$ cat config.mk
export PLATFORM = sky130hd
export DESIGN_NAME = pixel_address_gen_flat
export DESIGN_NICKNAME = d
export VERILOG_FILES = /design/src/rtl/geo_pkg.sv /design/src/rtl/pixel_address_gen_if.sv /design/src/rtl/pixel_fifo.sv /design/src/rtl/pixel_address_gen.sv /design/src/flat_wrapper.sv
export SDC_FILE = /design/constraint.sdc
export NUM_CORES = 1
export LEC_CHECK = 0
export ABC_AREA = 1
export CAP_MARGIN = 25
export CORE_MARGIN = 2
export CORE_UTILIZATION = 55
export CTS_BUF_LIST = sky130_fd_sc_hd__clkbuf_2 sky130_fd_sc_hd__clkbuf_4 sky130_fd_sc_hd__clkbuf_8
export DETAILED_ROUTE_END_ITERATION = 7
export PLACE_DENSITY = 0.76
export SYNTH_ARGS = -nofsm -noshare
export SYNTH_HDL_FRONTEND = slang
export SYNTH_SLANG_ARGS = --single-unit
$ cat constraint.sdc
create_clock -name clk -period 11.4 [get_ports clk]
set_input_delay 2.28 -clock clk [delete_from_list [all_inputs] [get_ports clk]]
set_output_delay 2.28 -clock clk [all_outputs]
set_load 0.01 [all_outputs]
$ cat src/rtl/geo_pkg.sv
// Shared geometry constants, pixel-depth encoding and write-request layout
// for the pixel address generator.
package geo_pkg;
  localparam int ADDR_W  = 20;
  localparam int ROW_W   = 24;
  localparam int BIT_W   = 27;
  localparam int COORD_W = 12;
  localparam int COLOR_W = 8;

  typedef enum logic [1:0] {
    BPP_1 = 2'd0,
    BPP_2 = 2'd1,
    BPP_4 = 2'd2,
    BPP_8 = 2'd3
  } bpp_e;

  typedef struct packed {
    logic [ADDR_W-1:0]  addr;
    logic [2:0]         bitpos;
    logic [COLOR_W-1:0] color;
  } wr_req_t;
endpackage

$ cat src/rtl/pixel_address_gen_if.sv
// Pixel input handshake plus memory write request bus.
// The master side is the address generator; the slave side is the environment.
interface pixel_address_gen_if;
  logic                              pixel_in_rdy;
  logic signed [geo_pkg::COORD_W-1:0] x_in;
  logic signed [geo_pkg::COORD_W-1:0] y_in;
  logic [geo_pkg::COLOR_W-1:0]        color_in;
  logic                              draw_busy;
  logic                              wr_ena;
  logic                              wr_ack;
  logic [geo_pkg::ADDR_W-1:0]         wr_addr;
  logic [2:0]                        wr_bitpos;
  logic [geo_pkg::COLOR_W-1:0]        wr_color;

  modport master (
    input  pixel_in_rdy, x_in, y_in, color_in, wr_ack,
    output draw_busy, wr_ena, wr_addr, wr_bitpos, wr_color
  );

  modport slave (
    output pixel_in_rdy, x_in, y_in, color_in, wr_ack,
    input  draw_busy, wr_ena, wr_addr, wr_bitpos, wr_color
  );
endinterface

$ cat src/rtl/pixel_fifo.sv
// Registered first-word-fall-through FIFO of write requests with occupancy count.
module pixel_fifo
  import geo_pkg::*;
#(
  parameter int DEPTH = 4
) (
  input  logic                     clk,
  input  logic                     reset,
  input  logic                     push,
  input  wr_req_t                  push_data,
  input  logic                     pop,
  output wr_req_t                  head,
  output logic                     empty,
  output logic [$clog2(DEPTH):0]   count
);
  localparam int PTR_W = $clog2(DEPTH);
  localparam logic [PTR_W-1:0] PTR_ONE  = 1;
  localparam logic [PTR_W:0]   CNT_ONE  = 1;
  localparam logic [PTR_W:0]   CNT_FULL = (PTR_W+1)'(DEPTH);

  wr_req_t          mem [DEPTH];
  logic [PTR_W-1:0] wr_ptr;
  logic [PTR_W-1:0] rd_ptr;
  logic             do_push;
  logic             do_pop;

  assign empty   = (count == '0);
  assign do_pop  = pop && !empty;
  // A push into a full FIFO is only legal when the head leaves on the same edge.
  assign do_push = push && ((count != CNT_FULL) || do_pop);
  assign head    = mem[rd_ptr];

  always_ff @(posedge clk or posedge reset) begin
    if (reset) begin
      wr_ptr <= '0;
      rd_ptr <= '0;
      count  <= '0;
      for (int i = 0; i < DEPTH; i++) mem[i] <= '0;
    end else begin
      if (do_push) begin
        mem[wr_ptr] <= push_data;
        wr_ptr      <= wr_ptr + PTR_ONE;
      end
      if (do_pop) rd_ptr <= rd_ptr + PTR_ONE;
      case ({do_push, do_pop})
        2'b10:   count <= count + CNT_ONE;
        2'b01:   count <= count - CNT_ONE;
        default: count <= count;
      endcase
    end
  end
endmodule

$ cat src/rtl/pixel_address_gen.sv
// Clips signed pixel coordinates, converts them to byte address + bit offset
// for a 1/2/4/8 bpp bitmap, and queues write requests toward memory.
module pixel_address_gen
  import geo_pkg::*;
#(
  parameter int FIFO_DEPTH = 4
) (
  input  logic                  clk,
  input  logic                  reset,
  pixel_address_gen_if.master   pix,
  input  logic [ADDR_W-1:0]     base_addr,
  input  logic [COORD_W-1:0]    dest_width,
  input  logic [COORD_W-1:0]    max_x,
  input  logic [COORD_W-1:0]    max_y,
  input  logic [1:0]            bpp_sel,
  output logic                  clipped
);
  localparam int CNT_W = $clog2(FIFO_DEPTH) + 1;

  logic                accept;
  logic                in_range;
  logic                draw_busy;

  logic                s1_valid;
  logic [ROW_W-1:0]    s1_row;
  logic [COORD_W-1:0]  s1_x;
  logic [COLOR_W-1:0]  s1_color;
  bpp_e                s1_bpp;
  logic [ADDR_W-1:0]   s1_base;

  logic [ROW_W-1:0]    idx;
  logic [BIT_W-1:0]    bitoff;
  wr_req_t             s2_calc;
  logic                s2_valid;
  wr_req_t             s2_req;

  wr_req_t             head;
  logic                fifo_empty;
  logic [CNT_W-1:0]    fifo_count;
  logic [CNT_W:0]      occupancy;

  assign accept   = pix.pixel_in_rdy && !draw_busy;
  // Sign bit set means negative; otherwise an unsigned compare against the limit.
  assign in_range = !pix.x_in[COORD_W-1] && !pix.y_in[COORD_W-1] &&
                    (pix.x_in[COORD_W-1:0] <= max_x) &&
                    (pix.y_in[COORD_W-1:0] <= max_y);

  always_ff @(posedge clk or posedge reset) begin
    if (reset) begin
      s1_valid <= 1'b0;
      clipped  <= 1'b0;
      s1_row   <= '0;
      s1_x     <= '0;
      s1_color <= '0;
      s1_bpp   <= BPP_1;
      s1_base  <= '0;
    end else begin
      s1_valid <= accept && in_range;
      clipped  <= accept && !in_range;
      if (accept) begin
        s1_row   <= ROW_W'(pix.y_in[COORD_W-1:0]) * ROW_W'(dest_width);
        s1_x     <= pix.x_in[COORD_W-1:0];
        s1_color <= pix.color_in;
        s1_bpp   <= bpp_e'(bpp_sel);
        s1_base  <= base_addr;
      end
    end
  end

  assign idx    = s1_row + ROW_W'(s1_x);
  assign bitoff = BIT_W'(idx) << s1_bpp;

  always_comb begin
    s2_calc        = '0;
    s2_calc.addr   = ADDR_W'(ROW_W'(s1_base) + bitoff[BIT_W-1:3]);
    s2_calc.bitpos = bitoff[2:0];
    s2_calc.color  = s1_color;
  end

  always_ff @(posedge clk or posedge reset) begin
    if (reset) begin
      s2_valid <= 1'b0;
      s2_req   <= '0;
    end else begin
      s2_valid <= s1_valid;
      if (s1_valid) s2_req <= s2_calc;
    end
  end

  pixel_fifo #(
    .DEPTH (FIFO_DEPTH)
  ) u_fifo (
    .clk       (clk),
    .reset     (reset),
    .push      (s2_valid),
    .push_data (s2_req),
    .pop       (pix.wr_ack),
    .head      (head),
    .empty     (fifo_empty),
    .count     (fifo_count)
  );

  // Pixels still in the pipeline reserve a FIFO slot, so a push never finds it full.
  assign occupancy = (CNT_W+1)'(fifo_count) + (CNT_W+1)'(s1_valid) + (CNT_W+1)'(s2_valid);
  assign draw_busy = occupancy >= (CNT_W+1)'(FIFO_DEPTH);

  assign pix.draw_busy = draw_busy;
  assign pix.wr_ena    = !fifo_empty;
  assign pix.wr_addr   = head.addr;
  assign pix.wr_bitpos = head.bitpos;
  assign pix.wr_color  = head.color;
endmodule

$ cat src/flat_wrapper.sv
// flat-port wrapper written by rule: the top's interface ports become plain ports
module pixel_address_gen_flat import geo_pkg::*;
#(
  parameter int FIFO_DEPTH = 4
)
  (clk, reset, base_addr, dest_width, max_x, max_y, bpp_sel, clipped, pix_pixel_in_rdy, pix_x_in, pix_y_in, pix_color_in, pix_wr_ack, pix_draw_busy, pix_wr_ena, pix_wr_addr, pix_wr_bitpos, pix_wr_color);
  pixel_address_gen_if pix_i ();
  input  logic clk;
  input  logic reset;
  input  logic [ADDR_W-1:0] base_addr;
  input  logic [COORD_W-1:0] dest_width;
  input  logic [COORD_W-1:0] max_x;
  input  logic [COORD_W-1:0] max_y;
  input  logic [1:0] bpp_sel;
  output logic clipped;
  input wire logic [$bits(pix_i.pixel_in_rdy)-1:0] pix_pixel_in_rdy;
  input wire logic [$bits(pix_i.x_in)-1:0] pix_x_in;
  input wire logic [$bits(pix_i.y_in)-1:0] pix_y_in;
  input wire logic [$bits(pix_i.color_in)-1:0] pix_color_in;
  input wire logic [$bits(pix_i.wr_ack)-1:0] pix_wr_ack;
  output wire logic [$bits(pix_i.draw_busy)-1:0] pix_draw_busy;
  output wire logic [$bits(pix_i.wr_ena)-1:0] pix_wr_ena;
  output wire logic [$bits(pix_i.wr_addr)-1:0] pix_wr_addr;
  output wire logic [$bits(pix_i.wr_bitpos)-1:0] pix_wr_bitpos;
  output wire logic [$bits(pix_i.wr_color)-1:0] pix_wr_color;
  assign pix_i.pixel_in_rdy = pix_pixel_in_rdy;
  assign pix_i.x_in = pix_x_in;
  assign pix_i.y_in = pix_y_in;
  assign pix_i.color_in = pix_color_in;
  assign pix_i.wr_ack = pix_wr_ack;
  assign pix_draw_busy = pix_i.draw_busy;
  assign pix_wr_ena = pix_i.wr_ena;
  assign pix_wr_addr = pix_i.wr_addr;
  assign pix_wr_bitpos = pix_i.wr_bitpos;
  assign pix_wr_color = pix_i.wr_color;
  pixel_address_gen #(.FIFO_DEPTH(FIFO_DEPTH)) u_core (.clk(clk), .reset(reset), .pix(pix_i), .base_addr(base_addr), .dest_width(dest_width), .max_x(max_x), .max_y(max_y), .bpp_sel(bpp_sel), .clipped(clipped));
endmodule
==> results.tsv, run 1 <==
metric	value	unit
starting DRC count in detailed routing	1022	
final setup TNS	0	ns
Buf/Inv on CP	4	
# port buffers	127	
Final min period	7.15	ns
Fmax	0.140	GHz
Max-Cap Viols	0	
Synth top area share	33.2	%
initial antenna violation count	1	
final net count	2502	
Initial Util	55.4	%
clk slew on worst S/H paths	0.06	ns
Worst Hold Endpoint	u_core.s2_req[1]	
asr flop ratio synth	100	%
critical path arrival	7.57	ns
Root Driver	clkbuf_8	
Synth top cells by count	nand2_1 (560), inv_1 (312), dfrtp_1 (230)	
drt total wl	43.1	mm
period utilization	62.7	%
# DRC	0	
cell breakdown of the critical path	clkdlybuf4s50_1 > nand2_1 > fa_1 > inv_1 > fa_1 > fa_1 > fa_1 > inv_1 > fa_1 > inv_1 > ha_1 > nand2_1 > nor2_1 > nand2_1 > o21ai_1 > nand3_1 > nand2_1 > nand2_1 > nand3_1 > o21ai_1	
vias per cell	5.45	
R2R Path Start	u_core.s1_row[0]	
sequential share of the synthesized area	33.2	%
M3 GR Usage	4.07	%
endpoint class of the critical path	flip-flop	
Hold Buf Count CTS	0	
Ports	128	
Final ANT Viol Nets	0	
Core ar.	31300	um^2
die area	33000	um^2
status	complete, no violations	
Leak	10.6	nW
first-pass GRT wire length	72.2	mm
ranking of synthesized cells by area	dfrtp_1 (33%), nand2_1 (12%), fa_1 (12%)	
Post-Syn Area	17300	um^2
final core occ	63.1	%
syn avg cell area	8.32	um^2
Setup Crit Path Kind	in2reg	
WL/cell	16.5	um
critical path depth in cells	20	
hold path cells	2	
Resized cells post-CTS	0	
Slew Viols, Final	0	
Max Buffers Root-to-Sink	3	
Peak VDD IR	163	uV
dpl hpwl	32.5	mm
min-delay src	u_core.s1_color[1]	
largest net degree at the start of global routing	88	
Worst Clk Skew	0.0141	ns
R2R Setup Slk	7.51	ns
CP Max Fanout	13	
Synth Flop Type	dfrtp_1	
synth unique cells	43	
M2 GR Usage	45.1	%
overall die width	182	um
grt ovf	0	
Worst-Margin Slew	0.948	ns
# rows	65	
depth of the most critical reg-to-reg path	20	
YS warnings	0	
Setup Buffers After CTS	0	
layout cells sized above 1	11.1	%
RSZ-0062 raised after global routing	false	
CTS sink count	230	
P&R area growth vs syn	13.9	%
critical path's slowest cell	clkdlybuf4s50_1	
Setup crit start	pix_y_in[9]	
final hold vios	0	
GRT Total Usage	27.2	%
Largest delay share family, worst path	adder cells	
crit start category	primary input	
vias in the first global route	14333	
Critical Path Max Stage Delay	0.83	ns
H-tree Lvls	2	
EDFF count, synth	0	
GR met1 Demand/Resource	36.8	%
flops & latches, synth	230	
total CTS buffers	39	
Reg-to-Reg End	u_core.s2_req[28]	
Slew HR	36.8	%
Die H	182	um
Most Used Layer, Global Route	met2	
P per Cell Area	285	nW/um^2
Finish-stage setup viols	0	
Synth area leader	dfrtp_1	
post-synth net total	2401	
Hold Path Class	reg2reg	
gpl congestion	0.923	
DR pass1 iterations	5	
data required time of the critical path	11.81	ns
worst skew pair latency	0.54	ns
synthesized netlist cell count	2085	
CTS tree	built	
routed vias	14260	
most common cell in the netlist	nand2_1	
==> area by class of cell <==
type / count / area, um^2
antenna: 1 / 2.50
tap: 402 / 503
clock buffer: 58 / 729
clock inverter: 10 / 86.3
timing repair buffer: 144 / 1440
multi-input combinational: 1457 / 10100
inverter: 314 / 1190
sequential: 230 / 5760
fill: 2672 / 11600
==> worst max path at each step <==
stage,to,slack (ns)
5_1_grt,u_core.s1_row[20],3.87
3_5_place_dp,u_core.s1_row[16],3.74
4_1_cts,u_core.s1_row[16],4.30
6_report,u_core.s1_row[20],4.25
3_3_place_gp,u_core.s1_row[13],3.81
2_1_floorplan,u_core.clipped,2.82
==> kinds of logic (layout without fill, tap and decap cells) <==
family / count (synthesis) / in the layout / synth area share (%)
muxes: 129 / 129 / 8.34
buffers and inverters: 398 / 526 / 8.96
AOI/OAI and AO/OA: 269 / 269 / 8.54
xor gates and xnor gates: 37 / 37 / 1.87
other: 0 / 1 / 0
and+or+nand+nor: 800 / 800 / 18.7
adders and majority gates: 222 / 222 / 20.4
DFF: 230 / 230 / 33.2
==> placed cells by master, fill, tap and decap left out, drive strengths merged, types with 2 or more instances in the layout <==
cell and count:
mux2 124, xor2 27, a21o 2, nor2 128
buf 17, nand4 18, dfrtp 230, fa 102
xnor2 10, o31ai 4, and2 2, a21oi 64
o22ai 32, o41ai 2, mux2i 5, o2111ai 2
clkdlybuf4s50 127, clkinv 8, nor3 9, inv 313
clkbuf 58, a31oi 7, or2 7, nand3 70
o211ai 4, o21bai 7, o21ai 143, nand2 565
ha 120, clkinvlp 2
==> metal layers <==
| layer | vias up | part of all wire, % |
|---|---|---|
| met5 | - | 0 |
| met4 | 0 | 3.1 |
| met3 | 93 | 5.8 |
| met2 | 432 | 48 |
| met1 | 6909 | 43 |
| li1 | 6826 | - |
==> where the power goes <==
part | internal, W | leakage, nW | total (W) | switching [W]
registers | 0.00107 | 3.04 | 0.00131 | 0.000236
logic | 0.00136 | 7.08 | 0.00355 | 0.00219
clock network | 0.000434 | 0.432 | 0.000772 | 0.000338
==> worst reg2reg max path, delay by kind of cell (launching register included) <==
| kind | cells | cell delay [ns] |
|---|---|---|
| compound gates | 4 | 0.98 |
| flops | 1 | 0.41 |
| buf+inv | 2 | 0.14 |
| xor+xnor | 1 | 0.23 |
| fa+ha+maj | 3 | 0.96 |
| simple gates | 10 | 1.02 |
==> sequential cells by signal, indices dropped and copies added (netlist names), 2 cells and up <==
register,count
u_core.u_fifo.count,3
u_core.u_fifo.rd_ptr,2
u_core.s1_bpp,2
u_core.s1_base,20
u_core.s2_req,31
u_core.s1_x,12
u_core.u_fifo.mem,124
u_core.u_fifo.wr_ptr,2
u_core.s1_color,8
u_core.s1_row,23
==> through the flow <==
stage	area [um^2]	power, W	worst slack (ns)	hold slack (ns)	std cells
final	19800	0.00563	4.25	0.472	2616
after global routing	19800	0.00621	3.87	0.507	2615
after CTS	19700	0.00562	4.30	0.476	2611
after detailed placement	18900	0.00481	3.74	0.462	2543
after global placement	18900	0.00476	3.81	0.465	2543
after floorplan	17300	0.00382	2.82	0.399	2085
No activity file was read; power rests on OpenSTA's default activity.
==> run 2: changes to the inputs <==
- PLACE_DENSITY: 0.76 -> 0.79
- clock period: 11.4 -> 6.4 ns (I/O delays scaled with it)
==> run 2 against run 1 <==
Effect of this change: final cell count rose by 2.1%; clock skew rose by 0.027 ns; clock-buffer cell count did not move; critical path depth rose by 1; cell area rose by 2.2%; hold slack improved by 0.0080 ns; sequential cell count did not move; non-clock buffer count rose by 57; combinational power rose by 86%; sequential power rose by 77%; die area did not move; register-to-register slack got worse by 5.1 ns; critical path type unchanged; largest cell class unchanged; largest power group unchanged.
==> results.tsv, run 2 (synthesis results as in run 1) <==
metric	value	unit	change
dpl hpwl	33.2	mm	was 32.5 mm
endpoint class of the critical path	flip-flop		unchanged
Critical Path Max Stage Delay	0.61	ns	was 0.83 ns
sw power	0.00499	W	was 0.00277 W
Slew Viols, Final	0		unchanged
Reg-to-Reg End	u_core.s2_req[30]		was u_core.s2_req[28]
# rows	65		unchanged
combinational share of power	64.1	%	was 63.0%
initial antenna violation count	5		was 1
first-pass GRT wire length	74.3	mm	was 72.2 mm
final setup TNS	0	ns	unchanged
total CTS buffers	38		was 39
Root Driver	clkbuf_8		unchanged
Resized cells post-CTS	0		unchanged
Leak	10.8	nW	was 10.6 nW
final net count	2558		was 2502
overall die width	182	um	unchanged
Final min period	5.93	ns	
data required time of the critical path	6.82	ns	was 11.81 ns
WL/cell	16.5	um	about the same
Fmax	0.169	GHz	
status	complete, no violations		unchanged
Reg power frac	22.5	%	was 23.3%
Core ar.	31300	um^2	unchanged
Max-Cap Viols	0		unchanged
grt ovf	0		unchanged
Setup crit start	dest_width[8]		was pix_y_in[9]
period utilization	92.7	%	
CTS sink count	230		unchanged
final hold vios	0		unchanged
Cell Int Power	0.00534	W	was 0.00286 W
most common cell after layout, fill and taps aside	nand2_1		unchanged
die area	33000	um^2	unchanged
Initial Util	55.4	%	unchanged
critical path arrival	6.35	ns	was 7.57 ns
# DRC	0		unchanged
Worst-Margin Slew	1.06	ns	was 0.948 ns
Ports	128		unchanged
Hold Buf Count CTS	0		unchanged
gpl congestion	0.941		was 0.923
starting DRC count in detailed routing	972		was 1022
P&R area growth vs syn	16.4	%	was 13.9%
P per Cell Area	512	nW/um^2	was 285 nW/um^2
Final ANT Viol Nets	0		unchanged
Largest Register	u_core.u_fifo.mem		unchanged
H-tree Lvls	2		unchanged
cell breakdown of the critical path	clkdlybuf4s50_1 > nand2_1 > inv_1 > fa_1 > inv_1 > fa_1 > inv_1 > fa_1 > fa_1 > inv_1 > fa_1 > inv_1 > ha_1 > a21oi_1 > o21ai_0 > a21oi_1 > o21ai_1 > a21o_1 > or2_0 > nand3_1 > nand2_1		was clkdlybuf4s50_1 > nand2_1 > fa_1 > inv_1 > fa_1 > fa_1 > fa_1 > inv_1 > fa_1 > inv_1 > ha_1 > nand2_1 > nor2_1 > nand2_1 > o21ai_1 > nand3_1 > nand2_1 > nand2_1 > nand3_1 > o21ai_1
crit start category	primary input		unchanged
Setup crit end	u_core.s1_row[16]		was u_core.s1_row[20]
Largest register FFs	124		unchanged
worst skew pair latency	0.57	ns	was 0.54 ns
clk slew on worst S/H paths	0.07	ns	was 0.06 ns
Sw Ratio	48.3	%	was 49.1%
drt total wl	44.1	mm	was 43.1 mm
critical path's slowest cell	clkdlybuf4s50_1		unchanged
GRT Total Usage	27.8	%	was 27.2%
vias in the first global route	14985		was 14333
# port buffers	127		unchanged
Clk pwr share	13.5	%	was 13.7%
Setup Crit Path Kind	in2reg		unchanged
CP Max Fanout	8		was 13
Max Buffers Root-to-Sink	3		unchanged
CTS tree	built		unchanged
R2R Path Start	u_core.s1_x[0]		was u_core.s1_row[0]
depth of the most critical reg-to-reg path	25		was 20
largest net degree at the start of global routing	179		was 88
Hold Path Class	reg2reg		unchanged
layout cells sized above 1	13.2	%	was 11.1%
Peak VDD IR	374	uV	was 163 uV
Slew HR	29.5	%	was 36.8%
R2R Setup Slk	2.38	ns	was 7.51 ns
vias per cell	5.46		was 5.45
Top Registers	u_core.u_fifo.mem: 124 flops, u_core.s2_req: 31 flops, u_core.s1_row: 23 flops		unchanged
Finish-stage setup viols	0		unchanged
Setup Buffers After CTS	0		unchanged
DR pass1 iterations	5		unchanged
final core occ	64.5	%	was 63.1%
RSZ-0062 raised after global routing	false		unchanged
routed vias	14587		was 14260
Die H	182	um	unchanged
most frequent cells in the layout	nand2_1 (560), inv_1 (310), dfrtp_1 (230)		unchanged
Worst Clk Skew	0.0414	ns	was 0.0141 ns
-- run 2: changes by cell type in the layout (fill, tap and decap cells not counted), sizes merged --
cell and change:
buf +57, clkinvlp -1, bufinv +1, clkinv -3, diode +1
-- run 2: metal layers --
metal / wire length [um] / vias up / track usage, %
li1: - / 6955 / -
met1: 19200 / 7090 / 36.9
met2: 21000 / 439 / 46.7
met3: 2440 / 99 / 4.09
met4: 1450 / 4 / 10.3
met5: 22 / - / 0
-- run 2: worst min-delay path by stage --
stage,startpoint,end,cells after the start
after global placement,u_core.s1_color[0],u_core.s2_req[0],2
final,u_core.s1_color[0],u_core.s2_req[0],2
after global routing,u_core.s1_color[4],u_core.s1_color[4],2
after detailed placement,u_core.s1_color[5],u_core.s1_color[5],2
after floorplan,u_core.s1_valid,u_core.s2_valid,0
after CTS,u_core.s1_color[0],u_core.s2_req[0],2
-- run 2: critical path: cells and delay by family --
| kind | cells | cell delay, ns |
|---|---|---|
| and+or+nand+nor | 4 | 0.48 |
| buffers and inverters | 6 | 0.89 |
| adders and majority gates | 6 | 2.92 |
| AOI/OAI and AO/OA | 5 | 0.79 |
-- run 2: layout make-up --
class / instances / area, um^2
diodes: 2 / 5.00
multi-input cells: 1457 / 10100
well taps: 402 / 503
repair buffers: 201 / 1880
inverters: 314 / 1180
clock inverters: 7 / 104
fillers: 2550 / 11100
clock buffers: 58 / 711
flip-flops and latches: 230 / 5760
-- run 2: power by group through the flow --
stage	Sequential, W	Clock [W]	Combinational (W)
2_1_floorplan	0.00217	0	0.00463
3_3_place_gp	0.00230	0	0.00640
3_5_place_dp	0.00232	0	0.00654
4_1_cts	0.00231	0.00142	0.00659
5_1_grt	0.00238	0.00148	0.00748
6_report	0.00232	0.00139	0.00662
-- run 2: stage by stage --
step                      instance area, um^2  total power [W]  hold slack (ns)  setup WS, ns  instances
after floorplan                         17300          0.00680            0.399         0.589       2085
after CTS                               20200           0.0103            0.483         0.476       2668
after global routing                    20200           0.0113            0.508         0.147       2669
after detailed placement                19300          0.00886            0.467       -0.0742       2603
after global placement                  19300          0.00870            0.466       -0.0713       2603
final                                   20200           0.0103            0.480         0.470       2671
==> run 3: changes to the inputs <==
- PLACE_DENSITY: 0.79 -> 0.89
- SYNTH_HIERARCHICAL: unset -> 1
==> run 3 against run 2 <==
Effect of this change: clock-buffer cell count up 2; combinational power down 3.8%; worst setup slack worse by 0.079 ns; hold slack worse by 0.0034 ns; via count up 9.9%; clock skew down 0.014 ns; utilization down 0.72 points; sequential share of layout area up 0.099 points; synthesized cell count up 14%; non-clock buffer count down 24; critical path type unchanged; largest cell class unchanged; largest power group unchanged; highest routed layer is now met4.
==> results.tsv, run 3 <==
metric	value	unit	change
Reg power frac	23.6	%	was 22.5%
EDFF count, synth	0		unchanged
Largest Register	u_core/u_fifo/mem		was u_core.u_fifo.mem
DR pass1 iterations	6		was 5
Setup Buffers After CTS	0		unchanged
Critical Path Max Stage Delay	0.68	ns	was 0.61 ns
Synth top area share	32.7	%	was 33.2%
post-route non-filler standard cell count	2903		was 2671
drt total wl	46.0	mm	was 44.1 mm
status	complete, no violations		unchanged
Largest register FFs	124		unchanged
initial antenna violation count	0		was 5
grt ovf	0		unchanged
synthesized netlist cell count	2368		was 2085
Worst-Margin Slew	0.990	ns	was 1.06 ns
crit-path most repeated cell	fa_1		
crit start category	primary input		unchanged
setup ws final	0.391	ns	was 0.470 ns
Fill cells	2584		was 2550
min-delay src	u_core/u_fifo/mem[56]		was u_core.s1_color[0]
Worst Clk Skew	0.0275	ns	was 0.0414 ns
Synth area leader	dfrtp_1		unchanged
critical path's slowest cell	clkdlybuf4s50_1		unchanged
Finish-stage setup viols	0		unchanged
CTS tree	built		unchanged
Hold Path Class	reg2reg		unchanged
critical path arrival	6.38	ns	was 6.35 ns
Setup Crit Path Kind	in2reg		unchanged
vias in the first global route	16716		was 14985
most common cell after layout, fill and taps aside	nand2_1		unchanged
cell breakdown of the critical path	clkdlybuf4s50_1 > nand2_1 > fa_1 > inv_1 > fa_1 > fa_1 > fa_1 > inv_1 > fa_1 > inv_1 > ha_1 > a21oi_1 > a21boi_0 > nand2_1 > a21boi_0 > nand3_1 > nand3_1 > o21ai_0		was clkdlybuf4s50_1 > nand2_1 > inv_1 > fa_1 > inv_1 > fa_1 > inv_1 > fa_1 > fa_1 > inv_1 > fa_1 > inv_1 > ha_1 > a21oi_1 > o21ai_0 > a21oi_1 > o21ai_1 > a21o_1 > or2_0 > nand3_1 > nand2_1
gpl congestion	0.956		was 0.941
post-synth net total	2683		was 2401
hold path cells	2		unchanged
Reg-to-Reg End	u_core/s2_req[29]		was u_core.s2_req[30]
first-pass GRT wire length	77.0	mm	was 74.3 mm
final net count	2788		was 2558
asr flop ratio synth	100	%	unchanged
GRT Total Usage	28.1	%	was 27.8%
P per Cell Area	500	nW/um^2	was 512 nW/um^2
WL/cell	15.8	um	was 16.5 um
RSZ-0062 raised after global routing	false		unchanged
synth unique cells	49		was 43
depth of the most critical reg-to-reg path	20		was 25
dpl hpwl	34.0	mm	was 33.2 mm
register area	5760	um^2	unchanged
overall die width	183	um	was 182 um
vias per cell	5.52		was 5.46
endpoint class of the critical path	flip-flop		unchanged
# DRC	0		unchanged
Ports	128		unchanged
Slew Viols, Final	0		unchanged
Final min period	6.01	ns	was 5.93 ns
Hold Buf Count CTS	0		unchanged
largest net degree at the start of global routing	83		was 179
Initial Util	55.8	%	was 55.4%
combinational share of power	63.3	%	was 64.1%
Max-Cap Viols	0		unchanged
final core occ	63.8	%	was 64.5%
starting DRC count in detailed routing	1291		was 972
total CTS buffers	36		was 38
Peak VDD IR	249	uV	was 374 uV
clk slew on worst S/H paths	0.06	ns	was 0.07 ns
Die H	183	um	was 182 um
Final ANT Viol Nets	0		unchanged
CP Max Fanout	7		was 8
most frequent cells in the layout	nand2_1 (803), inv_1 (309), dfrtp_1 (230)		was nand2_1 (560), inv_1 (310), dfrtp_1 (230)
sw power	0.00498	W	was 0.00499 W
Core ar.	31600	um^2	was 31300 um^2
Resized cells post-CTS	0		unchanged
routed vias	16036		was 14587
R2R Path Start	u_core/s1_row[0]		was u_core.s1_x[0]
flops & latches, synth	230		unchanged
Fmax	0.166	GHz	was 0.169 GHz
Synth Flop Type	dfrtp_1		unchanged
syn avg cell area	7.44	um^2	was 8.32 um^2
most common cell in the netlist	nand2_1		unchanged
Cell Int Power	0.00509	W	was 0.00534 W
Leak	11.1	nW	was 10.8 nW
YS warnings	6		was 0
dpl ws	-0.0700	ns	was -0.0742 ns
H-tree Lvls	2		unchanged
sequential share of the synthesized area	32.7	%	was 33.2%
multi-input logic area	10200	um^2	was 10100 um^2
Worst Hold Endpoint	u_core/u_fifo/mem[56]		was u_core.s2_req[0]
die area	33500	um^2	was 33000 um^2
Root Driver	clkbuf_8		unchanged
# port buffers	127		unchanged
Clk pwr share	13.1	%	was 13.5%
layout cells sized above 1	5.60	%	was 13.2%
Synth top cells by count	nand2_1 (803), inv_1 (311), dfrtp_1 (230)		was nand2_1 (560), inv_1 (312), dfrtp_1 (230)
Post-Syn Area	17600	um^2	was 17300 um^2
R2R Setup Slk	2.32	ns	was 2.38 ns
CTS sink count	230		unchanged
worst skew pair latency	0.55	ns	was 0.57 ns
dpl cells	2836		was 2603
ranking of synthesized cells by area	dfrtp_1 (33%), nand2_1 (17%), fa_1 (12%)		was dfrtp_1 (33%), nand2_1 (12%), fa_1 (12%)
data required time of the critical path	6.77	ns	was 6.82 ns
Slew HR	34.0	%	was 29.5%
Max Buffers Root-to-Sink	3		unchanged
period utilization	93.9	%	was 92.7%
Top Registers	u_core/u_fifo/mem: 124 flops, u_core/s2_req: 31 flops, u_core/s1_row: 23 flops		was u_core.u_fifo.mem: 124 flops, u_core.s2_req: 31 flops, u_core.s1_row: 23 flops
final hold vios	0		unchanged
Sw Ratio	49.5	%	was 48.3%
# rows	65		unchanged
P&R area growth vs syn	14.2	%	was 16.4%
ant diodes	0		was 2
==> run 3: cell count changes in the layout (fill, tap and decap cells not counted), sizes merged, moves of 4 or more <==
cell	previous run	this run
nand2	565	808
o21ai	143	268
mux2	124	0
buf	74	50
nand3	70	86
xor2	27	21
o21bai	7	2
o21a	0	4
xnor2	10	14
==> run 3: area by class of cell <==
| cell class | count | share of cell area (%) |
|---|---|---|
| clock inverter | 6 | 0.211 |
| timing repair buffer | 177 | 8.38 |
| multi-input combinational | 1712 | 50.7 |
| inverter | 316 | 5.92 |
| tap | 402 | 2.50 |
| sequential | 230 | 28.6 |
| clock buffer | 60 | 3.67 |
==> run 3: worst max-delay path by stage <==
stage,startpoint,endpoint,slack [ns],depth (start not counted)
floorplan,dest_width[8],u_core/s1_row[22],0.67,18
global placement,dest_width[8],u_core/s1_row[22],0.05,18
detailed placement,dest_width[8],u_core/s1_row[22],-0.07,18
CTS,dest_width[8],u_core/s1_row[22],0.45,18
global route,dest_width[8],u_core/s1_row[22],0.12,18
finish,dest_width[8],u_core/s1_row[22],0.39,18
==> run 3: power by group through the flow <==
stage	sequential [W]	clock [W]	combinational [W]
after detailed placement	0.00238	0	0.00629
final	0.00238	0.00132	0.00637
after global placement	0.00235	0	0.00608
after floorplan	0.00221	0	0.00471
after global routing	0.00243	0.00140	0.00727
after CTS	0.00236	0.00134	0.00634
==> run 3: cell families after synthesis <==
family / synth area share, %
compound gates: 12.0
simple gates: 23.8
xor+xnor: 1.74
fa+ha+maj: 20.0
buf+inv: 9.49
flops: 32.7
mux: 0.284
==> run 3: worst max-delay path, delay by kind of cell <==
family                   cells  cell delay (ns)
adder cells (fa/ha/maj)      6             2.94
buffers and inverters        4             0.82
AND/OR/NAND/NOR              4             0.43
AO/OA/AOI/OAI                4             0.90
==> run 3: stage by stage <==
step | total power, W | TNS (ns) | cell area [um^2] | hold slack, ns
finish | 0.0101 | 0 | 20100 | 0.477
global route | 0.0111 | 0 | 20100 | 0.502
CTS | 0.0100 | 0 | 20100 | 0.477
detailed placement | 0.00867 | -0.139 | 19300 | 0.463
global placement | 0.00843 | 0 | 19300 | 0.456
floorplan | 0.00692 | 0 | 17600 | 0.427
==> run 3: layer usage <==
| metal | vias to the layer above | GRT usage, % | wire length, um |
|---|---|---|---|
| met2 | 621 | 52.9 | 24200 |
| met4 | 0 | 13.3 | 1860 |
| li1 | 7673 | - | - |
| met5 | - | 0 | 0 |
| met3 | 142 | 3.18 | 2480 |
| met1 | 7600 | 31.5 | 17400 |
